==> config.mk <==
export PLATFORM = sky130hd
export DESIGN_NAME = fifo_wr_arbiter
export DESIGN_NICKNAME = d
export VERILOG_FILES = /design/src/rtl/fifo_wr_arbiter.sv
export SDC_FILE = /design/constraint.sdc
export NUM_CORES = 1
export LEC_CHECK = 0
export ABC_AREA = 1
export BUFFER_PORTS_ARGS = -buffer_cell sky130_fd_sc_hd__buf_2
export CORE_MARGIN = 2
export CORE_UTILIZATION = 40
export CTS_CLUSTER_DIAMETER = 40
export CTS_CLUSTER_SIZE = 10
export DETAILED_ROUTE_END_ITERATION = 10
export PLACE_DENSITY = 0.76
export SYNTH_ARGS = -nofsm -noshare
export SYNTH_HDL_FRONTEND = slang
export SYNTH_SLANG_ARGS = --single-unit
export TNS_END_PERCENT = 100
==> constraint.sdc <==
create_clock -name clk -period 1.62 [get_ports clk]
set_input_delay 0.081 -clock clk [delete_from_list [all_inputs] [get_ports clk]]
set_output_delay 0.081 -clock clk [all_outputs]
set_load 0.01 [all_outputs]
==> src/rtl/fifo_wr_arbiter.sv <==
// fifo_wr_arbiter: round-robin burst arbiter muxing NUM_REQ req/ack producers (req_i, data_i, ack_o) onto one FIFO write port (fifo_wr_en_o, fifo_data_o, fifo_full_i), reporting owner_o and busy_o
module fifo_wr_arbiter #(
  parameter int NUM_REQ = 4,
  parameter int DATA_W = 8,
  parameter int BURST_MAX = 4
) (
  input  logic                         clk,
  input  logic                         rst,
  input  logic [NUM_REQ-1:0]           req_i,
  input  logic [NUM_REQ*DATA_W-1:0]    data_i,
  output logic [NUM_REQ-1:0]           ack_o,
  input  logic                         fifo_full_i,
  output logic                         fifo_wr_en_o,
  output logic [DATA_W-1:0]            fifo_data_o,
  output logic [$clog2(NUM_REQ)-1:0]   owner_o,
  output logic                         busy_o
);
  localparam int IW = $clog2(NUM_REQ);
  localparam int CW = $clog2(BURST_MAX + 1);
  typedef enum logic {IDLE, BURST} state_t;
  state_t state;
  logic [IW-1:0] ptr, owner, rr, sel;
  logic [CW-1:0] cnt, nc;
  logic rr_ok, keep, acc, start;
  always_comb begin
    rr = '0;
    rr_ok = 1'b0;
    for (int i = NUM_REQ; i >= 1; i--) begin
      if (req_i[(int'(ptr) + i) % NUM_REQ]) begin
        rr = IW'((int'(ptr) + i) % NUM_REQ);
        rr_ok = 1'b1;
      end
    end
  end
  assign keep = state == BURST && req_i[owner];
  assign sel = keep ? owner : rr;
  assign acc = (keep | rr_ok) & ~fifo_full_i & ~rst;
  assign start = state == IDLE || sel != owner;
  assign nc = start ? CW'(1) : cnt + CW'(1);
  assign ack_o = acc ? NUM_REQ'(1) << sel : '0;
  assign fifo_wr_en_o = acc;
  assign fifo_data_o = data_i[int'(sel) * DATA_W +: DATA_W];
  assign owner_o = owner;
  assign busy_o = state == BURST;
  always_ff @(posedge clk) begin
    if (rst) begin
      state <= IDLE;
      ptr <= IW'(NUM_REQ - 1);
      owner <= '0;
      cnt <= '0;
    end else if (acc) begin
      owner <= sel;
      ptr <= sel;
      cnt <= nc;
      state <= nc == CW'(BURST_MAX) ? IDLE : BURST;
    end else if (state == BURST && !fifo_full_i) begin
      state <= IDLE;
      cnt <= '0;
    end
  end
endmodule

==> results of run 1 <==
## Yosys cell counts
cell	number
buf_4	1
inv_2	3
nand2_4	1
nor2_2	8
dfxtp_1	8
nand2_1	30
nor2_1	17
xor2_1	1
nor2_4	2
o22ai_2	8
ha_1	1
o22ai_1	1
a21oi_1	4
o21ai_1	4
inv_4	1
o21ai_0	18
o21ai_2	2
inv_1	15
buf_6	2
inv_6	2
nand3_1	15
nand4_1	2
clkinv_1	1
o211ai_1	1
nand3_2	2
buf_12	1
nand2_2	11
## kinds of logic (layout without fill, tap and decap cells)
logic type / count (synthesis) / count (layout) / synth area share
fa+ha+maj: 1 / 1 / 0.0122
buf+inv: 26 / 107 / 0.142
xor+xnor: 1 / 1 / 0.00855
simple gates: 88 / 89 / 0.426
flops: 8 / 8 / 0.156
compound gates: 38 / 38 / 0.255
## path summary, 6_finish.rpt
| check | startpoint | end | slack, ns | depth (start not counted) |
|---|---|---|---|---|
| min | rst | cnt[2] | 0.1 | 2 |
| max | ptr[0] | fifo_data_o[0] | -0.49 | 15 |
| max reg2reg | ptr[0] | busy_o | -0.29 | 16 |
| min reg2reg | cnt[1] | cnt[1] | 0.48 | 2 |
## routing by layer
| layer | part of all wire | GRT usage | wire [µm] |
|---|---|---|---|
| met1 | 0.44 | 0.275 | 1520 |
| met2 | 0.50 | 0.367 | 1720 |
| met3 | 0.065 | 0.0437 | 226 |
| met4 | 0 | 0.0125 | 0 |
| met5 | 0 | 0 | 0 |
## registers in the layout (all words and copies together) (netlist names)
signal   count
cnt          3
busy_o       1
owner_o      2
ptr          2
## final cells by class
cell class              instances  area share
multi-input cells             129       0.515
repair buffers                 82       0.295
flip-flops and latches          8      0.0930
inverters                      22      0.0627
well taps                      30      0.0211
clock buffers                   3      0.0127
## cells in the final DEF, fill, tap and decap left out, types with 2 or more instances in the layout
| cell | synthesis | routed |
|---|---|---|
| dfxtp_1 | 8 | 6 |
| buf_6 | 2 | 5 |
| o21ai_4 | 0 | 2 |
| nand3_4 | 0 | 2 |
| inv_2 | 3 | 3 |
| nand2_2 | 11 | 24 |
| clkbuf_4 | 0 | 3 |
| nor2_2 | 8 | 15 |
| o21ai_2 | 2 | 11 |
| nand2_1 | 30 | 16 |
| o22ai_2 | 8 | 8 |
| inv_4 | 1 | 2 |
| buf_2 | 0 | 54 |
| o21ai_0 | 18 | 6 |
| o21ai_1 | 4 | 5 |
| a21oi_2 | 0 | 2 |
| nand3_1 | 15 | 10 |
| buf_12 | 1 | 2 |
| a21oi_1 | 4 | 2 |
| nand2_4 | 1 | 2 |
| inv_1 | 15 | 15 |
| nor2_4 | 2 | 4 |
| nand4_1 | 2 | 2 |
| buf_4 | 1 | 21 |
| nor2_1 | 17 | 8 |
| nand3_2 | 2 | 5 |
## power by group through the flow
stage / Sequential, mW / Clock, mW / Combinational, mW
floorplan: 0.290 / 0 / 1.74
global placement: 0.280 / 0 / 2.49
detailed placement: 0.282 / 0 / 2.51
CTS: 0.314 / 0.156 / 2.79
global route: 0.293 / 0.175 / 3.61
finish: 0.290 / 0.159 / 3.37
## stage by stage
step                hold WS, ns  instance area, µm²   util
floorplan                 0.150                1030      -
global placement          0.334                1470  0.597
detailed placement        0.344                1470  0.597
CTS                      0.0865                1570  0.639
global route             0.0819                1780  0.724
finish                   0.0993                1780  0.724
## repair_timing
action / CTS / global route
gates resized for setup: 29 / 48
endpoints found under the setup margin: 21 / 21
setup buffers: 3 / 5
pin swaps: 8 / 16
cloned: 1 / 0
hold buffers: 0 / 0
==> flow_metrics.tcl, run 1 <==
set metrics [dict create \
    outcome "complete, but fails checks" \
    violations "setup timing" \
    yosys_warnings 0 \
    post-place-ws_ns -0.281 \
    synth_top_area_frac 0.156 \
    syn_inst 162 \
    track_usage 0.210 \
    powerDensity_mw_per_mm2 2150 \
    diodes 0 \
    synth_area_leaders "dfxtp_1, nand2_1, o22ai_2" \
    wl_per_cell_um 12.6 \
    start_kind "register" \
    setup_viol 21 \
    register_area_um2 165 \
    initial_core_util 0.417 \
    synthToLayoutAreaGrowth_pct 73.4 \
    num_rows 18 \
    ys_types 27 \
    p_int_mw 1.82 \
    arrival_ns 2.03 \
    synth_top_area_cell "dfxtp_1" \
    syn_area_mm2 0.00102 \
    grt_pass1_vias 1161 \
    cts_root_buf "clkbuf_4" \
    leakage_nw 0.913 \
    power_mw 3.82 \
    die_area_mm2 0.00298 \
    power_switching_mw 2.00 \
    ys_seq_area_frac 0.156 \
    ir_worst_vdd_mv 1.68 \
    die_w_um 54.6 \
    ys_ff_latch 8 \
    dieHeight_um 54.6 \
    seqPwrFrac 0.076 \
    drtAntennaViolNets 0 \
    min_path_type "input pin to register" \
    antenna_found_initial 0 \
    grt_pass1_wl_um 4690 \
    path_delay_family "simple AND/OR/NAND/NOR gates" \
    crit_type "register to primary output" \
    worst_slack_ns -0.490 \
    multi_input_area_um2 916 \
    syn_nets 202 \
    rsz0062_at_grt "true" \
    period_minus_slack_ns 2.11 \
    comb_power_share 0.882 \
    finalCritPeriodShare 1.30 \
    drv_slew 0 \
    htreeDepth 1 \
    clock_power_share 0.042 \
    slew_headroom 0.733 \
    totalWireLength_um 3460 \
    grt_max_degree 18 \
    switching_share 0.524 \
    skew_ns 0.00574 \
    num_vias 1393 \
    critical_path.slowest_cell "dfxtp_4" \
    drcViolationCount 0 \
    instances_no_fill 274 \
    end_kind "primary output" \
    critPathBufInv 4 \
    setup_tns_ns -7.25 \
    tightest_slew_ns 0.396 \
    final-hold-violation-count 0 \
    maxCapViolations 0 \
    worstPathCellList "buf_12, inv_8, nand2_2, nand2_2, nand2_2, nand2_1, nand2_2, nand2_2, nand2_4, nand3_4, nand2_2, buf_4, nor2_1, o22ai_2, buf_2" \
    cp_slowest_stage_delay_ns 0.36 \
    avgSynthCellArea_um2 6.33 \
    grt-ovfl-total 0 \
    clk_latency_ns 0.26 \
    dp_hpwl_um 2260 \
    port_buffers 54 \
    drtPass1Iterations 4 \
    crit_path_max_fanout 6 \
    cts_tree "yes" \
    place_congestion 0.855 \
    nFillCells 191 \
    fmax_mhz 474 \
    numCtsBuffers 3 \
    tritoncts_num_sinks 8 \
    clkTransAtPathRegs_ns 0.06 \
    drt-initial-drc-count 22 \
    critical_path.most_common_cell "nand2_2" \
    clockBufferDepth 2 \
    placedCellCount 263 \
    drive_above_1_share 0.697 \
    worstPathRequired_ns 1.54 \
    coreArea_mm2 0.00245 \
    ioPinCount 55 \
    vias_per_cell 5.08 \
    nets 286 \
]
Power figures use the tool's default switching activity.
==> run 2: changes to the inputs <==
==> constraint.sdc (replaced) <==
create_clock -name clk -period 1.62 [get_ports clk]
set_input_delay 0.162 -clock clk [delete_from_list [all_inputs] [get_ports clk]]
set_output_delay 0.162 -clock clk [all_outputs]
set_load 0.01 [all_outputs]
==> run 2 against run 1 <==
Against the previous run: the flow still finishes with violations (setup timing); critical path depth shrank 2; die area is the same; non-clock buffer count grew 2; first-iteration DRC count grew 14%; count of clock-buffer cells in the layout grew 1; via count shrank 0.36%; combinational power shrank 2%; setup slack lost 0.098 ns; wire length shrank 4.1%; critical path type unchanged; largest cell class unchanged; largest power group unchanged; highest routed layer is now met4.
==> flow_metrics.tcl, run 2 (synthesis results as in run 1) <==
set metrics [dict create \
    drv_slew 0 \
    skew_ns 0.000539 \
    diodes 0 \
    grt-ovfl-total 0 \
    drtAntennaViolNets 0 \
    drt-initial-drc-count 25 \
    crit_path_max_fanout 7 \
    cts_tree "yes" \
    cts_root_buf "clkbuf_4" \
    leakage_nw 0.911 \
    regToRegEndpoint "ptr[0]" \
    crit_type "register to primary output" \
    tritoncts_num_sinks 8 \
    powerDensity_mw_per_mm2 2110 \
    totalWireLength_um 3320 \
    die_w_um 54.6 \
    drtPass1Iterations 4 \
    startpoint "ptr[0]" \
    end_kind "primary output" \
    worst_hold_path.num_cells 2 \
    largest_reg_flops 3 \
    antenna_found_initial 0 \
    num_rows 18 \
    num_vias 1388 \
    numCtsBuffers 3 \
    htreeDepth 1 \
    maxCapViolations 0 \
    tightest_slew_ns 0.349 \
    final_cell_mix "buf_2, nand2_2, buf_4, nor2_2, nand2_1" \
    outcome "complete, but fails checks" \
    grt_pass1_vias 1149 \
    clkTransAtPathRegs_ns 0.06 \
    period_minus_slack_ns 2.21 \
    worstPathRequired_ns 1.46 \
    initial_core_util 0.417 \
    arrival_ns 2.05 \
    wl_per_cell_um 12.0 \
    setup_viol 21 \
    die_area_mm2 0.00298 \
    ff2ff_path_depth 15 \
    start_kind "register" \
    ir_worst_vdd_mv 1.56 \
    place_congestion 0.840 \
    rsz0062_at_grt "true" \
    grt_max_degree 18 \
    coreArea_mm2 0.00245 \
    post-place-ws_ns -0.383 \
    clockBufferDepth 2 \
    top_register "cnt" \
    min_from "rst" \
    final_core_util 0.728 \
    violations "setup timing" \
    fmax_mhz 453 \
    hold_end "cnt[2]" \
    ioPinCount 55 \
    dieHeight_um 54.6 \
    vias_per_cell 5.01 \
    layout_commonest_cell "buf_2" \
    min_path_type "input pin to register" \
    finalCritPeriodShare 1.36 \
    clk_latency_ns 0.25 \
    track_usage 0.206 \
    port_buffers 54 \
    nets 288 \
    drcViolationCount 0 \
    hold_buffers 0 \
    final-hold-violation-count 0 \
    synthToLayoutAreaGrowth_pct 74.4 \
    nFillCells 196 \
    rrSetupSlack_ns -0.24 \
    drive_above_1_share 0.713 \
    rr_startpoint "ptr[0]" \
    dp_hpwl_um 2450 \
    slew_headroom 0.767 \
    grt_pass1_wl_um 4550 \
    worst_slack_ns -0.588 \
]
==> run 2: cell types whose count changed in the layout (fill, tap and decap cells not counted), sizes merged <==
cell	change
clkbuf	+1
buf	+2
==> run 2: critical path: stages, from the launching register on <==
cell	delay (ns)
dfxtp_4	0.37
buf_6	0.14
o21ai_4	0.14
nand2_1	0.09
nand2_2	0.09
inv_2	0.05
nand2_2	0.07
nand2_2	0.08
nand3_4	0.14
nand2_8	0.11
buf_4	0.18
nor2_1	0.11
o22ai_2	0.09
buf_2	0.14
==> run 2: worst max path at each step <==
stage / cells after the start / to / slack [ns]
final: 13 / fifo_data_o[1] / -0.59
after global routing: 13 / fifo_data_o[1] / -0.67
after CTS: 13 / fifo_data_o[2] / -0.50
after detailed placement: 14 / fifo_data_o[2] / -0.38
after global placement: 14 / fifo_data_o[7] / -0.32
after floorplan: 13 / fifo_data_o[0] / -0.03
==> run 2: per-stage QoR <==
step / instances / hold slack, ns / total power, mW / setup TNS, ns / instance area (µm²)
after floorplan: 162 / 0.231 / 2.11 / -0.244 / 1050
after CTS: 273 / 0.157 / 3.34 / -6.20 / 1620
final: 277 / 0.165 / 3.77 / -8.04 / 1790
after global routing: 277 / 0.180 / 4.04 / -9.92 / 1790
after global placement: 267 / 0.413 / 2.83 / -3.40 / 1500
after detailed placement: 267 / 0.422 / 2.87 / -4.06 / 1500
==> run 2: layout make-up <==
type / count / area, µm² / share of cell area
multi-input combinational: 129 / 908 / 0.508
timing repair buffer: 84 / 536 / 0.300
sequential: 8 / 170 / 0.0952
inverter: 22 / 109 / 0.0609
tap: 30 / 37.5 / 0.0210
clock buffer: 4 / 26.3 / 0.0147
==> run 2: report_power, final <==
group / internal (mW) / total, mW / switching, mW
registers: 0.252 / 0.313 / 0.0608
clock network: 0.0946 / 0.168 / 0.0730
logic: 1.45 / 3.29 / 1.83
==> run 2: per-layer routing <==
metal  GRT usage  vias up  wire, µm  part of all wire
met4           0        0        24            0.0072
met3      0.0464        2       190             0.057
met5           0        -         0                 0
li1            -      706         -                 -
met1       0.252      620      1370              0.41
met2       0.383       60      1740              0.52
==> run 2: repair_timing <==
action / CTS / global route
setup endpoints to repair: 21 / 21
cloned: 1 / 0
gates resized for setup: 34 / 41
setup buffers: 1 / 4
pin swaps: 2 / 11
==> run 3: changes to the inputs <==
--- a/config.mk
+++ b/config.mk
@@ -13,6 +13,7 @@
 export CTS_CLUSTER_SIZE = 10
 export DETAILED_ROUTE_END_ITERATION = 10
 export PLACE_DENSITY = 0.76
+export REMOVE_ABC_BUFFERS = 1
 export SYNTH_ARGS = -nofsm -noshare
 export SYNTH_HDL_FRONTEND = slang
 export SYNTH_SLANG_ARGS = --single-unit
==> run 3 against run 2 <==
Against the previous run: register-to-register slack worse by 0.04 ns; highest routed layer unchanged; largest cell class unchanged; the run still ends with setup timing left; combinational power up 17%; sequential power rose by 2%.
==> flow_metrics.tcl, run 3 (synthesis results as in run 1) <==
set metrics [dict create \
    outcome "complete, but fails checks" \
    violations "setup timing" \
    grt_pass1_vias 1217 \
    clk_latency_ns 0.27 \
    arrival_ns 2.07 \
    totalWireLength_um 3700 \
    tritoncts_num_sinks 8 \
    synthToLayoutAreaGrowth_pct 93.3 \
    final-hold-violation-count 0 \
    initial_core_util 0.417 \
    ioPinCount 55 \
    leakage_nw 1.01 \
    setup_viol 21 \
    period_minus_slack_ns 2.23 \
    final_core_util 0.807 \
    worstPathRequired_ns 1.46 \
    fmax_mhz 448 \
    rsz0062_at_grt "true" \
    num_rows 18 \
    crit_path_max_fanout 7 \
    wl_per_cell_um 13.3 \
    start_kind "register" \
    grt_max_degree 18 \
    cts_root_buf "clkbuf_4" \
    clkTransAtPathRegs_ns 0.05 \
    dieHeight_um 54.6 \
    drt-initial-drc-count 27 \
    nFillCells 162 \
    num_vias 1438 \
    crit_type "register to primary output" \
    place_congestion 0.834 \
    worst_slack_ns -0.611 \
    skew_ns 0.00403 \
    placedCellCount 264 \
    drtPass1Iterations 4 \
    antenna_found_initial 0 \
    end_kind "primary output" \
    slew_headroom 0.754 \
    instances_no_fill 277 \
    drtAntennaViolNets 0 \
    power_mw 4.32 \
    largest_reg_flops 3 \
    powerDensity_mw_per_mm2 2180 \
    min_path_type "input pin to register" \
    track_usage 0.220 \
    htreeDepth 1 \
    clockBufferDepth 2 \
    tightest_slew_ns 0.365 \
    finalCritPeriodShare 1.38 \
    hold_ws_ns 0.156 \
    vias_per_cell 5.19 \
    die_area_mm2 0.00298 \
    numCtsBuffers 3 \
    grt-ovfl-total 0 \
    ir_worst_vdd_mv 2.10 \
    layout_commonest_cell "buf_2" \
    cts_tree "yes" \
    coreArea_mm2 0.00245 \
    nets 289 \
    final_cell_mix "buf_2, buf_4, nand2_4, nand2_1, nor2_2" \
    grt_pass1_wl_um 4820 \
    diodes 0 \
    drv_slew 0 \
    dp_hpwl_um 2240 \
    port_buffers 54 \
    maxCapViolations 0 \
    die_w_um 54.6 \
    drcViolationCount 0 \
    top_register "cnt" \
    drive_above_1_share 0.753 \
]
[run 3: cell types whose count changed in the layout (fill, tap and decap cells not counted), sizes merged]
cell and change:
buf +2, clkbuf -1, clkinv +1, inv -1, nand2 -1
[run 3: through the flow]
step	TNS (ns)	worst slack (ns)	cell area [µm²]
after floorplan	-2.38	-0.236	975
after global placement	-3.49	-0.270	1470
after detailed placement	-3.99	-0.330	1470
after CTS	-6.43	-0.518	1620
after global routing	-10.79	-0.695	1980
final	-8.66	-0.611	1980
[run 3: path summary, 6_finish.rpt]
path / startpoint / endpoint / slack, ns / cells after the start
hold reg to reg: cnt[1] / cnt[1] / 0.48 / 2
setup / recovery: ptr[0] / fifo_data_o[4] / -0.61 / 15
setup reg to reg: ptr[0] / busy_o / -0.28 / 18
hold / removal: fifo_full_i / busy_o / 0.16 / 3
[run 3: worst max-delay path, stage by stage, from the launching register on]
cell      delay [ns]
dfxtp_4         0.39
buf_12          0.12
clkinv_8        0.07
nand2_4         0.07
nand2_4         0.06
nand2_4         0.09
nand2_4         0.06
nand2_4         0.07
nand2_2         0.06
nand2_2         0.09
nand3_4         0.09
nand2_8         0.13
buf_12          0.14
o21ai_2         0.05
o22ai_1         0.16
buf_2           0.15
[run 3: area by class of cell]
| class | instances | area [µm²] | share of cell area |
|---|---|---|---|
| inverter | 22 | 118 | 0.0594 |
| clock buffer | 3 | 22.5 | 0.0114 |
| timing repair buffer | 86 | 588 | 0.297 |
| sequential | 8 | 173 | 0.0872 |
| tap | 30 | 37.5 | 0.0190 |
| multi-input combinational | 128 | 1040 | 0.526 |
[run 3: per-layer routing]
layer	share of wire	GRT usage	wire, µm	vias to the layer above
met5	0	0	0	-
met4	0.018	0.0750	66	0
met3	0.046	0.0164	171	5
met2	0.54	0.411	2010	54
met1	0.39	0.259	1450	665
li1	-	-	-	714
[run 3: power breakdown]
part | internal, mW | switching [mW] | leakage (nW) | total [mW]
sequential | 0.253 | 0.0664 | 0.0672 | 0.320
clock | 0.0852 | 0.0741 | 0.0138 | 0.159
combinational | 1.73 | 2.11 | 0.931 | 3.84
[run 3: timing repair]
action	CTS	global route
buffers inserted	2	12
pin swaps	6	16
setup endpoints to repair	21	21
cloned	1	0
resized for setup	41	87
endpoints found under the hold margin	0	0
hold buffers	0	0
